`config.mk`:
```
export PLATFORM = sky130hd
export DESIGN_NAME = carrier_loop_filter
export DESIGN_NICKNAME = d
export VERILOG_FILES = /design/src/rtl/carrier_loop_filter.sv
export SDC_FILE = /design/constraint.sdc
export NUM_CORES = 1
export LEC_CHECK = 0
export BUFFER_PORTS_ARGS = -buffer_cell sky130_fd_sc_hd__buf_4
export CAP_MARGIN = 20
export CORE_UTILIZATION = 45
export CTS_BUF_LIST = sky130_fd_sc_hd__clkbuf_4 sky130_fd_sc_hd__clkbuf_8
export DETAILED_ROUTE_END_ITERATION = 10
export PLACE_DENSITY = 0.59
export SYNTH_ARGS = -nofsm -noshare
export SYNTH_HDL_FRONTEND = slang
export SYNTH_SLANG_ARGS = --single-unit
```
`constraint.sdc`:
```
create_clock -name clk -period 6.2 [get_ports clk]
set_clock_uncertainty 0.05 [all_clocks]
set_input_delay 0.31 -clock clk [delete_from_list [all_inputs] [get_ports clk]]
set_output_delay 0.31 -clock clk [all_outputs]
set_load 0.02 [all_outputs]
```
`src/rtl/carrier_loop_filter.sv`:
```
// PI carrier-recovery loop filter: phase error in, signed NCO frequency word out.
// Wide acquisition gains switch to narrow tracking gains under a lock detector.
module carrier_loop_filter #(
    parameter int ERR_W      = 10,
    parameter int FREQ_W     = 30,
    parameter int ACQ_KP_SH  = 4,
    parameter int ACQ_KI_SH  = 10,
    parameter int TRK_KP_SH  = 6,
    parameter int TRK_KI_SH  = 14,
    parameter int LOCK_TH    = 64,
    parameter int LOCK_CNT   = 256,
    parameter int UNLOCK_CNT = 64
) (
    input  logic                     clk,
    input  logic                     rst,
    input  logic                     clken,
    input  logic                     clear_i,
    input  logic signed [ERR_W-1:0]  err_i,
    input  logic                     err_valid_i,
    output logic signed [FREQ_W-1:0] freq_mod_o,
    output logic                     freq_valid_o,
    output logic                     lock_o,
    output logic [1:0]               state_o
);

    localparam int W   = FREQ_W + 2;
    localparam int LCW = $clog2(LOCK_CNT + 1);
    localparam int UCW = $clog2(UNLOCK_CNT + 1);
    localparam logic signed [W-1:0] SAT_MAX = {3'b000, {(FREQ_W-1){1'b1}}};
    localparam logic signed [W-1:0] SAT_MIN = -SAT_MAX;
    localparam logic [ERR_W:0] LOCK_TH_V = (ERR_W+1)'(LOCK_TH);

    typedef enum logic [1:0] {
        S_IDLE = 2'b00,
        S_ACQ  = 2'b01,
        S_TRK  = 2'b10
    } state_t;

    state_t                    state_q, state_d;
    logic [LCW-1:0]            lock_cnt_q, lock_cnt_d;
    logic [UCW-1:0]            unlock_cnt_q, unlock_cnt_d;
    logic signed [FREQ_W-1:0]  integ_q, integ_d;
    logic signed [W-1:0]       prop_q, prop_d;
    logic                      v1_q, v1_d;
    logic                      v2_q, v2_d;
    logic signed [FREQ_W-1:0]  freq_q, freq_d;

    logic signed [W-1:0]       err_ext, e, prop, inc, integ_ext;
    logic signed [ERR_W:0]     err_wide;
    logic [ERR_W:0]            err_abs;
    logic                      in_lock;

    // Symmetric clamp keeps the NCO word free of the lone most-negative code.
    function automatic logic signed [FREQ_W-1:0] sat(input logic signed [W-1:0] x);
        if (x > SAT_MAX)
            return SAT_MAX[FREQ_W-1:0];
        else if (x < SAT_MIN)
            return SAT_MIN[FREQ_W-1:0];
        else
            return x[FREQ_W-1:0];
    endfunction

    always_comb begin
        err_ext   = {{(W-ERR_W){err_i[ERR_W-1]}}, err_i};
        e         = err_ext <<< (FREQ_W - ERR_W);
        prop      = (state_q == S_TRK) ? (e >>> TRK_KP_SH) : (e >>> ACQ_KP_SH);
        inc       = (state_q == S_TRK) ? (e >>> TRK_KI_SH) : (e >>> ACQ_KI_SH);
        integ_ext = {{2{integ_q[FREQ_W-1]}}, integ_q};
        err_wide  = {err_i[ERR_W-1], err_i};
        err_abs   = err_i[ERR_W-1] ? 11'(-err_wide) : 11'(err_wide);
        in_lock   = (err_abs < LOCK_TH_V);
    end

    always_comb begin
        state_d      = state_q;
        lock_cnt_d   = lock_cnt_q;
        unlock_cnt_d = unlock_cnt_q;
        integ_d      = integ_q;
        prop_d       = prop_q;
        v1_d         = v1_q;
        v2_d         = v2_q;
        freq_d       = freq_q;
        if (clken) begin
            if (clear_i) begin
                state_d      = S_IDLE;
                lock_cnt_d   = '0;
                unlock_cnt_d = '0;
                integ_d      = '0;
                prop_d       = '0;
                v1_d         = 1'b0;
                v2_d         = 1'b0;
                freq_d       = '0;
            end else begin
                v1_d = err_valid_i;
                v2_d = v1_q;
                if (v1_q)
                    freq_d = sat(integ_ext + prop_q);
                if (err_valid_i) begin
                    integ_d = sat(integ_ext + inc);
                    prop_d  = prop;
                    case (state_q)
                        S_IDLE: begin
                            state_d      = S_ACQ;
                            lock_cnt_d   = in_lock ? LCW'(1) : '0;
                            unlock_cnt_d = '0;
                        end
                        S_ACQ: begin
                            if (!in_lock)
                                lock_cnt_d = '0;
                            else if (lock_cnt_q == LCW'(LOCK_CNT - 1)) begin
                                state_d      = S_TRK;
                                lock_cnt_d   = '0;
                                unlock_cnt_d = '0;
                            end else
                                lock_cnt_d = lock_cnt_q + LCW'(1);
                        end
                        S_TRK: begin
                            if (in_lock)
                                unlock_cnt_d = '0;
                            else if (unlock_cnt_q == UCW'(UNLOCK_CNT - 1)) begin
                                state_d      = S_ACQ;
                                lock_cnt_d   = '0;
                                unlock_cnt_d = '0;
                            end else
                                unlock_cnt_d = unlock_cnt_q + UCW'(1);
                        end
                        default: state_d = S_IDLE;
                    endcase
                end
            end
        end
    end

    always_ff @(posedge clk or posedge rst) begin
        if (rst) begin
            state_q      <= S_IDLE;
            lock_cnt_q   <= '0;
            unlock_cnt_q <= '0;
            integ_q      <= '0;
            prop_q       <= '0;
            v1_q         <= 1'b0;
            v2_q         <= 1'b0;
            freq_q       <= '0;
        end else begin
            state_q      <= state_d;
            lock_cnt_q   <= lock_cnt_d;
            unlock_cnt_q <= unlock_cnt_d;
            integ_q      <= integ_d;
            prop_q       <= prop_d;
            v1_q         <= v1_d;
            v2_q         <= v2_d;
            freq_q       <= freq_d;
        end
    end

    // The strobe is gated so a frozen pipeline never re-issues the same word.
    assign freq_mod_o   = freq_q;
    assign freq_valid_o = v2_q & clken;
    assign lock_o       = (state_q == S_TRK);
    assign state_o      = state_q;

endmodule

```
==> impl_results.md, run 1 <==
* Total track usage at 25.3%
* #FFs+latches synth at 84
* Failing checks: negative hold slack
* Period utilisation layout at roughly 87%
* Status: complete, but fails checks
* WL/cell at around 18 µm
* Commonest non-fill, non-tap cell in the layout: nand2_1
* Synth async-reset ratio at 100%
* Worst Path Required at about 6.4 ns
* Initial DRC count at roughly 510
* FP Rows at 43
* Reg2Reg Setup Slack at 0.79 ns
* Max IR drop VDD at around 0.00010 V
* Syn Area/Cell at about 8.4 µm²
* Layout cells sized above 1 at between 10% and 20%
* Cell count after synthesis at ~760
* Hold Crit Class: in -> async
* Internal power at 0.00114 W
* Top cell by count, worst path: ha_1
* Global route overflow at 0
* Placed insts at slightly below 1000
* Post-CTS setup buffer count at 0
* Max-Slew Margin vs Limit at about a third
* CP arrival at 5.58 ns
* Non-filler cells, final at 981
* Final GP Congestion at just over 0.9
* Initial Util at between 40% and 50%
* Largest net degree at the start of global routing at between 80 and 90
* Nets@finish at ~860
* Ant diodes at 0
* Slowest-stage cell, CP: o41ai_4
* Num Clock Sinks at 84
* WS Path Type: reg -> reg
* Core box area at 13900 µm²
* Setup TNS at 0 ns
* IO buf count at between 40 and 50
* CTS tree: built
* RSZ-0062 raised after global routing: no
* Worst-path cell chain: inv_1, ha_1, buf_4, mux2_2, ha_1, and3_1, a221oi_2, or4_1, o211ai_2, xor2_1, or3_1, or4b_4, o41ai_4, a31oi_1
* Total CTS buffers at 9
* Post-synth top flop: dfrtp_1
* Worst hold slack at -0.0290 ns
* Max Buffers Root-to-Sink at 2
* Final Hold Fails at 36
* Slew @ Worst Pin at approximately 1.0 ns
* WP buf/inv at 2
* Sequential area share after synthesis at about a third
* Vias in the first global route at approximately 5600
* Root Driver: clkbuf_8
* Crit end category: register
* HPWL Detailed at between 10000 and 15000 µm
* Number of synthesized flops with an enable pin at 0
* Final Max Slew Viols at 0
* Final ANT Viol Nets at 0
* Post-synthesis cell area at roughly 6400 µm²
* Die width at between 100 and 150 µm
* Post-CTS Resized at 0
* Vias at between 5000 and 6000
* Fillers at approximately 1300
* Routed WL at 17700 µm
* Clock-pin slew on the worst setup and hold paths at about 0.10 ns
* Clock latency on the worst-skew pair at 0.39 ns
* Pwr dens at 282 nW/µm²
* Worst path top cell family by delay: compound AO/OA/AOI/OAI gates
* Clock network power share at a little under a fifth
* Average vias per placed instance at slightly above 6
* Cts hold-fix bufs at 0
* Drt pass-1 iters at 8
* Synthesized Nets at 829
* Seq pwr share at between 30% and 40%
* Sw Ratio at between 40% and 50%
* DRC Markers at 0
* Area delta synth->final at 11.3%
* Antenna violations before repair at 0
* Synth Warn # at 0
* Post-layout min period at roughly 5.4 ns
* Htree depth at 3
* DIE HEIGHT at ~120 µm
* Number of max-cap violations at 0
* Die area at approximately 15000 µm²
* Critical Path Max Stage Delay at between 0.9 and 1 ns
* NetSw at around 0.0009 W
* Fmax at ~0.18 GHz
* Worst Path Max Fanout at 16
* Netlist cell types at 60
* First-pass GRT wire length at 29200 µm
* Most frequent cells in the layout: 87 x nand2_1, 84 x dfrtp_1, 77 x o21ai_0
* Combinational share of power at a little under half
* IO Pins at 49
* Setup crit start kind: register
* Final setup vio count at 0
* Leak at 3.43 nW
-- worst min-delay path: cells and delay by family --
| family | cells | cell delay [ns] |
|---|---|---|
| buffers and inverters | 3 | 0.55 |
-- synthesized netlist by cell type, types with 13 or more instances --
cell       n  area [µm²]
o21ai_0   78         390
clkbuf_1  31         116
xor2_1    13         114
a22o_1    13         114
xnor2_1   13         114
and2_1    25         156
ha_1      48         601
dfrtp_1   84        2100
nand2_1   87         327
a31oi_1   21         131
o31ai_1   16         120
nor2_1    44         165
nor3_1    16        80.1
a21o_1    17         128
a21oi_1   54         270
inv_1     18        67.6
nand3_1   17        85.1
nand4_1   13        81.3
-- state kept, by name, summed over array words and instances, names as in the netlist --
name          cells
v2_q              1
v1_q              1
state_o           2
freq_mod_o       26
lock_cnt_q        9
prop_q           12
unlock_cnt_q      7
integ_q          26
-- layout make-up --
class | instances | area, µm² | area share, %
tap | 180 | 225 | 3.15
inverter | 18 | 68.8 | 0.961
multi-input combinational | 624 | 4110 | 57.4
sequential | 84 | 2100 | 29.4
clock buffer | 9 | 124 | 1.73
clock inverter | 7 | 63.8 | 0.891
timing repair buffer | 59 | 467 | 6.52
-- routing by layer --
layer | track usage (%) | part of all wire [%] | vias to the layer above
li1 | - | - | 2894
met1 | 35.2 | 47 | 2826
met2 | 40.4 | 46 | 180
met3 | 3.46 | 4.0 | 29
met4 | 8.02 | 2.1 | 0
met5 | 0 | 0 | -
-- kinds of logic (layout without fill, tap and decap cells) --
kind of cell / count (synthesis) / count (layout) / synth area share, %
multiplexers: 16 / 16 / 2.62
AO/OA/AOI/OAI: 250 / 250 / 24.9
AND/OR/NAND/NOR: 273 / 273 / 21.3
flip-flops: 84 / 84 / 32.7
XOR/XNOR: 26 / 26 / 3.54
buffers and inverters: 56 / 93 / 3.62
adder cells (fa/ha/maj): 59 / 59 / 11.4
-- power groups by stage --
stage / Sequential (W) / Combinational [W] / Clock (W)
finish: 0.000681 / 0.000954 / 0.000387
floorplan: 0.000682 / 0.000681 / 0
CTS: 0.000680 / 0.000947 / 0.000395
detailed placement: 0.000691 / 0.000942 / 0
global route: 0.000690 / 0.00106 / 0.000416
global placement: 0.000688 / 0.000930 / 0
-- metrics by stage --
stage	power, W	utilization [%]	hold slack, ns	area (µm²)	setup WS, ns
after floorplan	0.00136	-	0.400	6440	1.20
after global placement	0.00162	49.8	0.415	6930	1.09
after detailed placement	0.00163	49.8	0.423	6950	0.821
after CTS	0.00202	51.2	0.0978	7130	0.794
after global routing	0.00216	51.4	0.0215	7160	0.512
final	0.00202	51.4	-0.0290	7160	0.794
-- final timing paths --
kind                                 from        endpoint  cells past startpoint
setup / recovery               state_o[0]     integ_q[10]                     14
hold / removal                        rst            v2_q                      3
setup reg to reg               state_o[0]     integ_q[10]                     14
hold reg to reg            freq_mod_o[13]  freq_mod_o[13]                      2
max in group asynchronous             rst     integ_q[23]                      4
min in group clk                    clken            v2_q                      2
Power figures use the tool's default switching activity.
==> run 2, diff against run 1 <==
--- a/config.mk
+++ b/config.mk
@@ -7,10 +7,10 @@
 export LEC_CHECK = 0
 export BUFFER_PORTS_ARGS = -buffer_cell sky130_fd_sc_hd__buf_4
 export CAP_MARGIN = 20
-export CORE_UTILIZATION = 45
+export CORE_UTILIZATION = 30
 export CTS_BUF_LIST = sky130_fd_sc_hd__clkbuf_4 sky130_fd_sc_hd__clkbuf_8
 export DETAILED_ROUTE_END_ITERATION = 10
-export PLACE_DENSITY = 0.59
+export PLACE_DENSITY = 0.42
 export SYNTH_ARGS = -nofsm -noshare
 export SYNTH_HDL_FRONTEND = slang
 export SYNTH_SLANG_ARGS = --single-unit
==> run 2 against run 1 <==
  * The run now ends clean
  * Die area increased by 49%
  * Cell area increased by 2.1%
  * Combinational power increased by 1%
  * Sequential share of layout area decreased by 0.59 points
  * Non-clock buffer count unchanged
  * Sequential cell count unchanged
  * Critical path depth decreased by 1
==> impl_results.md, run 2 (same netlist as run 1, synthesis figures left out) <==
* Status: finished clean
* Core box area at around 21000 µm²
* Root Driver: clkbuf_8
* Setup crit start kind: register
* WL/cell at about 18 µm
* Final worst slack at around 0.86 ns
* Worst Hold Path EP: v1_q
* Nets@finish at 861
* Combinational share of power at about 46%
* Area delta synth->final at 13.5%
* Period utilisation layout at around 86%
* Slowest-stage cell, CP: o41ai_4
* Num Clock Sinks at between 80 and 90
* Initial Util at 30.6%
* Vias at about 5900
* Worst hold slack at 0.142 ns
* Post-layout min period at roughly 5.3 ns
* Fillers at 2214
* Largest net degree at the start of global routing at 55
* Ant diodes at 0
* Antenna violations before repair at 0
* Initial DRC count at 319
* IO buf count at 48
* Worst path top cell family by delay: compound AO/OA/AOI/OAI gates
* FP Rows at 53
* IO Pins at 49
* Seq pwr share at 32.4%
* Place WS at roughly 0.9 ns
* Internal power at ~0.0012 W
* Top cell by count, worst path: ha_1
* WP buf/inv at 1
* Pwr dens at about 290 nW/µm²
* NetSw at about 0.0009 W
* First-pass GRT wire length at 31800 µm
* Reg2Reg Setup Slack at between 0.8 and 0.9 ns
* Fmax at 0.187 GHz
* Total CTS buffers at 9
* Setup TNS at 0 ns
* Placement Cell Area at between 7000 and 8000 µm²
* Final GP Congestion at ~0.85
* Sw Ratio at approximately 43%
* Number of max-cap violations at 0
* Worst-path cell chain: inv_1, ha_1, mux2_2, ha_1, a21o_1, a221oi_2, or4_1, o211ai_2, xor2_1, or3_1, or4b_4, o41ai_4, a31oi_1
* Slew @ Worst Pin at 1.07 ns
* Hold path depth at 2
* Vias in the first global route at a little under 6000
* Hold Crit Class: in -> reg
* Fin area at 7310 µm²
* Clock network power share at between 20% and 30%
* Global route overflow at 0
* Max Buffers Root-to-Sink at 2
* Worst Path Required at between 6 and 7 ns
* Drt pass-1 iters at 8
* Clock latency on the worst-skew pair at ~0.38 ns
* Critical Path Max Stage Delay at about 0.96 ns
* Layout cells sized above 1 at roughly 13%
* Final setup vio count at 0
* Clock-pin slew on the worst setup and hold paths at approximately 0.1 ns
* Final Max Slew Viols at 0
* Max-Slew Margin vs Limit at between 20% and 30%
* Max IR drop VDD at between 0.0001 and 0.00015 V
* RSZ-0062 raised after global routing: no
* Total track usage at 18.4%
* Final Hold Fails at 0
* Routed WL at about 19000 µm
* Final ANT Viol Nets at 0
* Worst Reg-to-Reg Cells at 13
* DRC Markers at 0
* Post-CTS Resized at 0
* WS Path Type: reg -> reg
* Tot Pwr at roughly 0.0021 W
* DIE HEIGHT at ~150 µm
* Hold path start: clken
* Die width at between 100 and 150 µm
* Most frequent cells in the layout: 87 x nand2_1, 84 x dfrtp_1, 77 x o21ai_0
* Leak at roughly 3.4 nW
* Die area at about 22000 µm²
* CTS tree: built
* Worst Path Max Fanout at 16
* Crit end category: register
* HPWL Detailed at ~15000 µm
* Htree depth at 3
* R2r endpoint: integ_q[20]
* Average vias per placed instance at between 5 and 6
* Worst r2r src: state_o[0]
* CP arrival at around 5.5 ns
* Commonest non-fill, non-tap cell in the layout: nand2_1
## run 2: worst reg2reg max path: cells and delay by family, from the launching register on
| kind | cells | cell delay [ns] |
|---|---|---|
| adder cells (fa/ha/maj) | 2 | 0.92 |
| AND/OR/NAND/NOR | 3 | 1.12 |
| multiplexers | 1 | 0.41 |
| XOR/XNOR | 1 | 0.17 |
| buffers and inverters | 1 | 0.15 |
| AO/OA/AOI/OAI | 5 | 1.90 |
| flip-flops | 1 | 0.44 |
## run 2: final cells by class
class	count	area, µm²	area share [%]
flip-flops and latches	84	2100	28.8
repair buffers	59	445	6.09
clock inverters	7	106	1.46
inverters	18	68.8	0.942
clock buffers	9	124	1.69
well taps	275	344	4.71
multi-input cells	624	4120	56.3
## run 2: how the worst max path moves through the flow
| stage | from | to | slack, ns | cells after the start |
|---|---|---|---|---|
| 2_1_floorplan | state_o[0] | integ_q[10] | 1.20 | 15 |
| 3_3_place_gp | state_o[0] | integ_q[11] | 1.01 | 13 |
| 3_5_place_dp | state_o[0] | integ_q[16] | 0.90 | 13 |
| 4_1_cts | state_o[0] | integ_q[16] | 0.85 | 13 |
| 5_1_grt | state_o[0] | integ_q[10] | 0.51 | 13 |
| 6_report | state_o[0] | integ_q[20] | 0.86 | 13 |
## run 2: power by group through the flow
stage	Clock, W	Combinational, W	Sequential, W
3_5_place_dp	0	0.000964	0.000695
4_1_cts	0.000481	0.000970	0.000684
3_3_place_gp	0	0.000962	0.000692
2_1_floorplan	0	0.000681	0.000682
5_1_grt	0.000508	0.00108	0.000693
6_report	0.000464	0.000965	0.000684
## run 2: through the flow
stage,instances,util [%]
after floorplan,764,-
after global placement,1059,33.6
after detailed placement,1059,33.6
after CTS,1076,34.8
after global routing,1076,34.8
final,1076,34.8
## run 2: timing repair
item | 4_1_cts | 5_1_grt
hold buffers | 1 | 0
hold endpoints to repair | 30 | 0
buffers inserted | 0 | 0
## run 2: layer usage
metal	vias up	share of wire (%)	wire, µm	global-route usage [%]
met5	-	0	0	0
met4	0	1.7	337	5.21
met3	22	3.0	572	2.64
met2	118	48	9210	30.9
met1	2832	48	9220	24.5
li1	2880	-	-	-
==> run 3, diff against run 2 <==
--- a/config.mk
+++ b/config.mk
@@ -11,6 +11,7 @@
 export CTS_BUF_LIST = sky130_fd_sc_hd__clkbuf_4 sky130_fd_sc_hd__clkbuf_8
 export DETAILED_ROUTE_END_ITERATION = 10
 export PLACE_DENSITY = 0.42
+export REMOVE_ABC_BUFFERS = 1
 export SYNTH_ARGS = -nofsm -noshare
 export SYNTH_HDL_FRONTEND = slang
 export SYNTH_SLANG_ARGS = --single-unit
==> run 3 against run 2 <==
  * Die area unchanged
  * Sequential share of layout area up 0.15 points
  * Non-clock buffer count down 1
  * Largest power group unchanged
  * Combinational power down 0.5%
  * Largest cell class unchanged
  * Global-route usage up 0.31 points
  * Via count up 1.0%
  * Worst hold slack better by 0.017 ns
  * Sequential cell count unchanged
==> impl_results.md, run 3 (same netlist as run 1, synthesis figures left out) <==
* Status: finished clean
* Setup TNS at 0 ns
* Period utilisation layout at between 80 and 90%
* CP arrival at approximately 5.3 ns
* Worst r2r src: state_o[0]
* Max-Slew Margin vs Limit at a little under a third
* Worst Hold Path EP: v2_q
* Slew @ Worst Pin at approximately 1.0 ns
* IO buf count at 48
* R2r endpoint: integ_q[9]
* Vias in the first global route at 5731
* Worst Path Max Fanout at 20
* Reg2Reg Setup Slack at between 1 and 1.5 ns
* Num Clock Sinks at 84
* IO Pins at between 40 and 50
* Met1 usage at between 20% and 30%
* Die width at 148 µm
* Die area at 22000 µm²
* Routed WL at about 20000 µm
* Initial Util at 30.6%
* Final ANT Viol Nets at 0
* Post-layout min period at a little over 5 ns
* Fmax at between 0.15 and 0.2 GHz
* Busiest grt layer: met2
* Nets@finish at 860
* DRC Markers at 0
* WL/cell at 18.3 µm
* Worst Path Required at approximately 6.4 ns
* Max IR drop VDD at around 0.00012 V
* Final GP Congestion at 0.868
* Htree depth at 3
* Commonest non-fill, non-tap cell in the layout: nand2_1
* Vias at between 5000 and 6000
* Most frequent cells in the layout: 87 x nand2_1, 84 x dfrtp_1, 77 x o21ai_0
* Initial DRC count at 333
* Crit end category: register
* Met3 Track Usage GR at ~3.3%
* Post-CTS setup buffer count at 0
* Fin area at approximately 7300 µm²
* Register area at approximately 2100 µm²
* WS Path Type: reg -> reg
* M2 GR Usage at between 30% and 40%
* Global route overflow at 0
* Max Buffers Root-to-Sink at 2
* Hold path start: clken
* Antenna violations before repair at 2
* Hold Crit Class: in -> reg
* RSZ-0062 raised after global routing: no
* Pwr dens at between 200 and 300 nW/µm²
* Final setup vio count at 0
* Largest net degree at the start of global routing at 73
* Clock-pin slew on the worst setup and hold paths at 0.09 ns
* Post-CTS Resized at 0
* Area delta synth->final at 13.0%
* FP Rows at 53
* Drt pass-1 iters at 5
* Fillers at about 2100
* Place WS at approximately 1.1 ns
* Average vias per placed instance at between 5 and 6
* Final Hold Fails at 0
* Final Max Slew Viols at 0
* Core box area at roughly 21000 µm²
* Final worst slack at 1.05 ns
* Clock latency on the worst-skew pair at around 0.38 ns
* CTS tree: built
* Leak at 3.43 nW
* DIE HEIGHT at ~150 µm
* Setup crit start kind: register
* Placed insts at approximately 1100
* First-pass GRT wire length at roughly 32000 µm
* Multi-input gate area at 4120 µm²
* Placement Cell Area at a little over 7000 µm²
* Worst Reg-to-Reg Cells at 14
* Hold path depth at 2
* Number of max-cap violations at 0
* Total CTS buffers at 9
* Layout cells sized above 1 at 12.9%
* HPWL Detailed at 15200 µm
* Total track usage at between 10% and 20%
* Root Driver: clkbuf_8
* Non-filler cells, final at about 1100
[run 3: cell types whose count changed in the layout (fill, tap and decap cells not counted), sizes merged]
| cell | change |
|---|---|
| inv | -2 |
| bufinv | -2 |
| buf | -1 |
| clkinvlp | +1 |
| clkbuf | +2 |
| clkinv | +1 |
| diode | +1 |
[run 3: area by class of cell]
cell class / instances / share of cell area [%]
multi-input cells: 624 / 56.7
inverters: 18 / 0.946
flip-flops and latches: 84 / 28.9
clock inverters: 5 / 0.482
diodes: 1 / 0.0344
repair buffers: 58 / 6.13
clock buffers: 11 / 2.08
well taps: 275 / 4.73
[run 3: per-layer routing]
| metal | vias to the layer above | part of all wire (%) |
|---|---|---|
| met3 | 19 | 3.5 |
| met1 | 2896 | 47 |
| met4 | 2 | 1.5 |
| met2 | 110 | 48 |
| li1 | 2885 | - |
| met5 | - | 0.066 |
[run 3: worst max-delay path by stage]
stage               cells after the start  slack, ns        from           to
finish                                 14       1.05  state_o[0]   integ_q[9]
global route                           14       0.75  state_o[0]  integ_q[12]
CTS                                    14       1.07  state_o[0]  integ_q[12]
detailed placement                     14       1.11  state_o[0]   integ_q[9]
global placement                       14       1.24  state_o[0]  integ_q[14]
floorplan                              13       1.22  state_o[0]  integ_q[10]
[run 3: stage by stage]
stage / power (W) / hold slack, ns / utilization, %
floorplan: 0.00134 / 0.356 / -
global placement: 0.00165 / 0.186 / 33.6
detailed placement: 0.00166 / 0.191 / 33.6
CTS: 0.00206 / 0.132 / 34.5
global route: 0.00219 / 0.163 / 34.6
finish: 0.00204 / 0.159 / 34.6
[run 3: critical path: stages (launching register included)]
cell and delay [ns]:
dfrtp_1 0.43, inv_1 0.14, ha_1 0.16, buf_4 0.26, mux2_2 0.37, ha_1 0.34, a21o_1 0.22, a221oi_2 0.46
or4_1 0.20, o211ai_2 0.09, xor2_1 0.17, or3_1 0.38, or4b_4 0.53, o41ai_4 0.95, a31oi_1 0.19
[run 3: where the power goes]
group | internal, W | total, W | leakage [nW] | switching (W)
registers | 0.000606 | 0.000689 | 1.15 | 0.0000830
clock network | 0.000168 | 0.000389 | 0.0957 | 0.000221
logic | 0.000373 | 0.000960 | 2.18 | 0.000587
total | 0.00115 | 0.00204 | 3.43 | 0.000891
[run 3: timing repair]
item | CTS | global route
endpoints found under the hold margin | 12 | 0
setup endpoints to repair | 0 | 0
hold buffers | 1 | 0
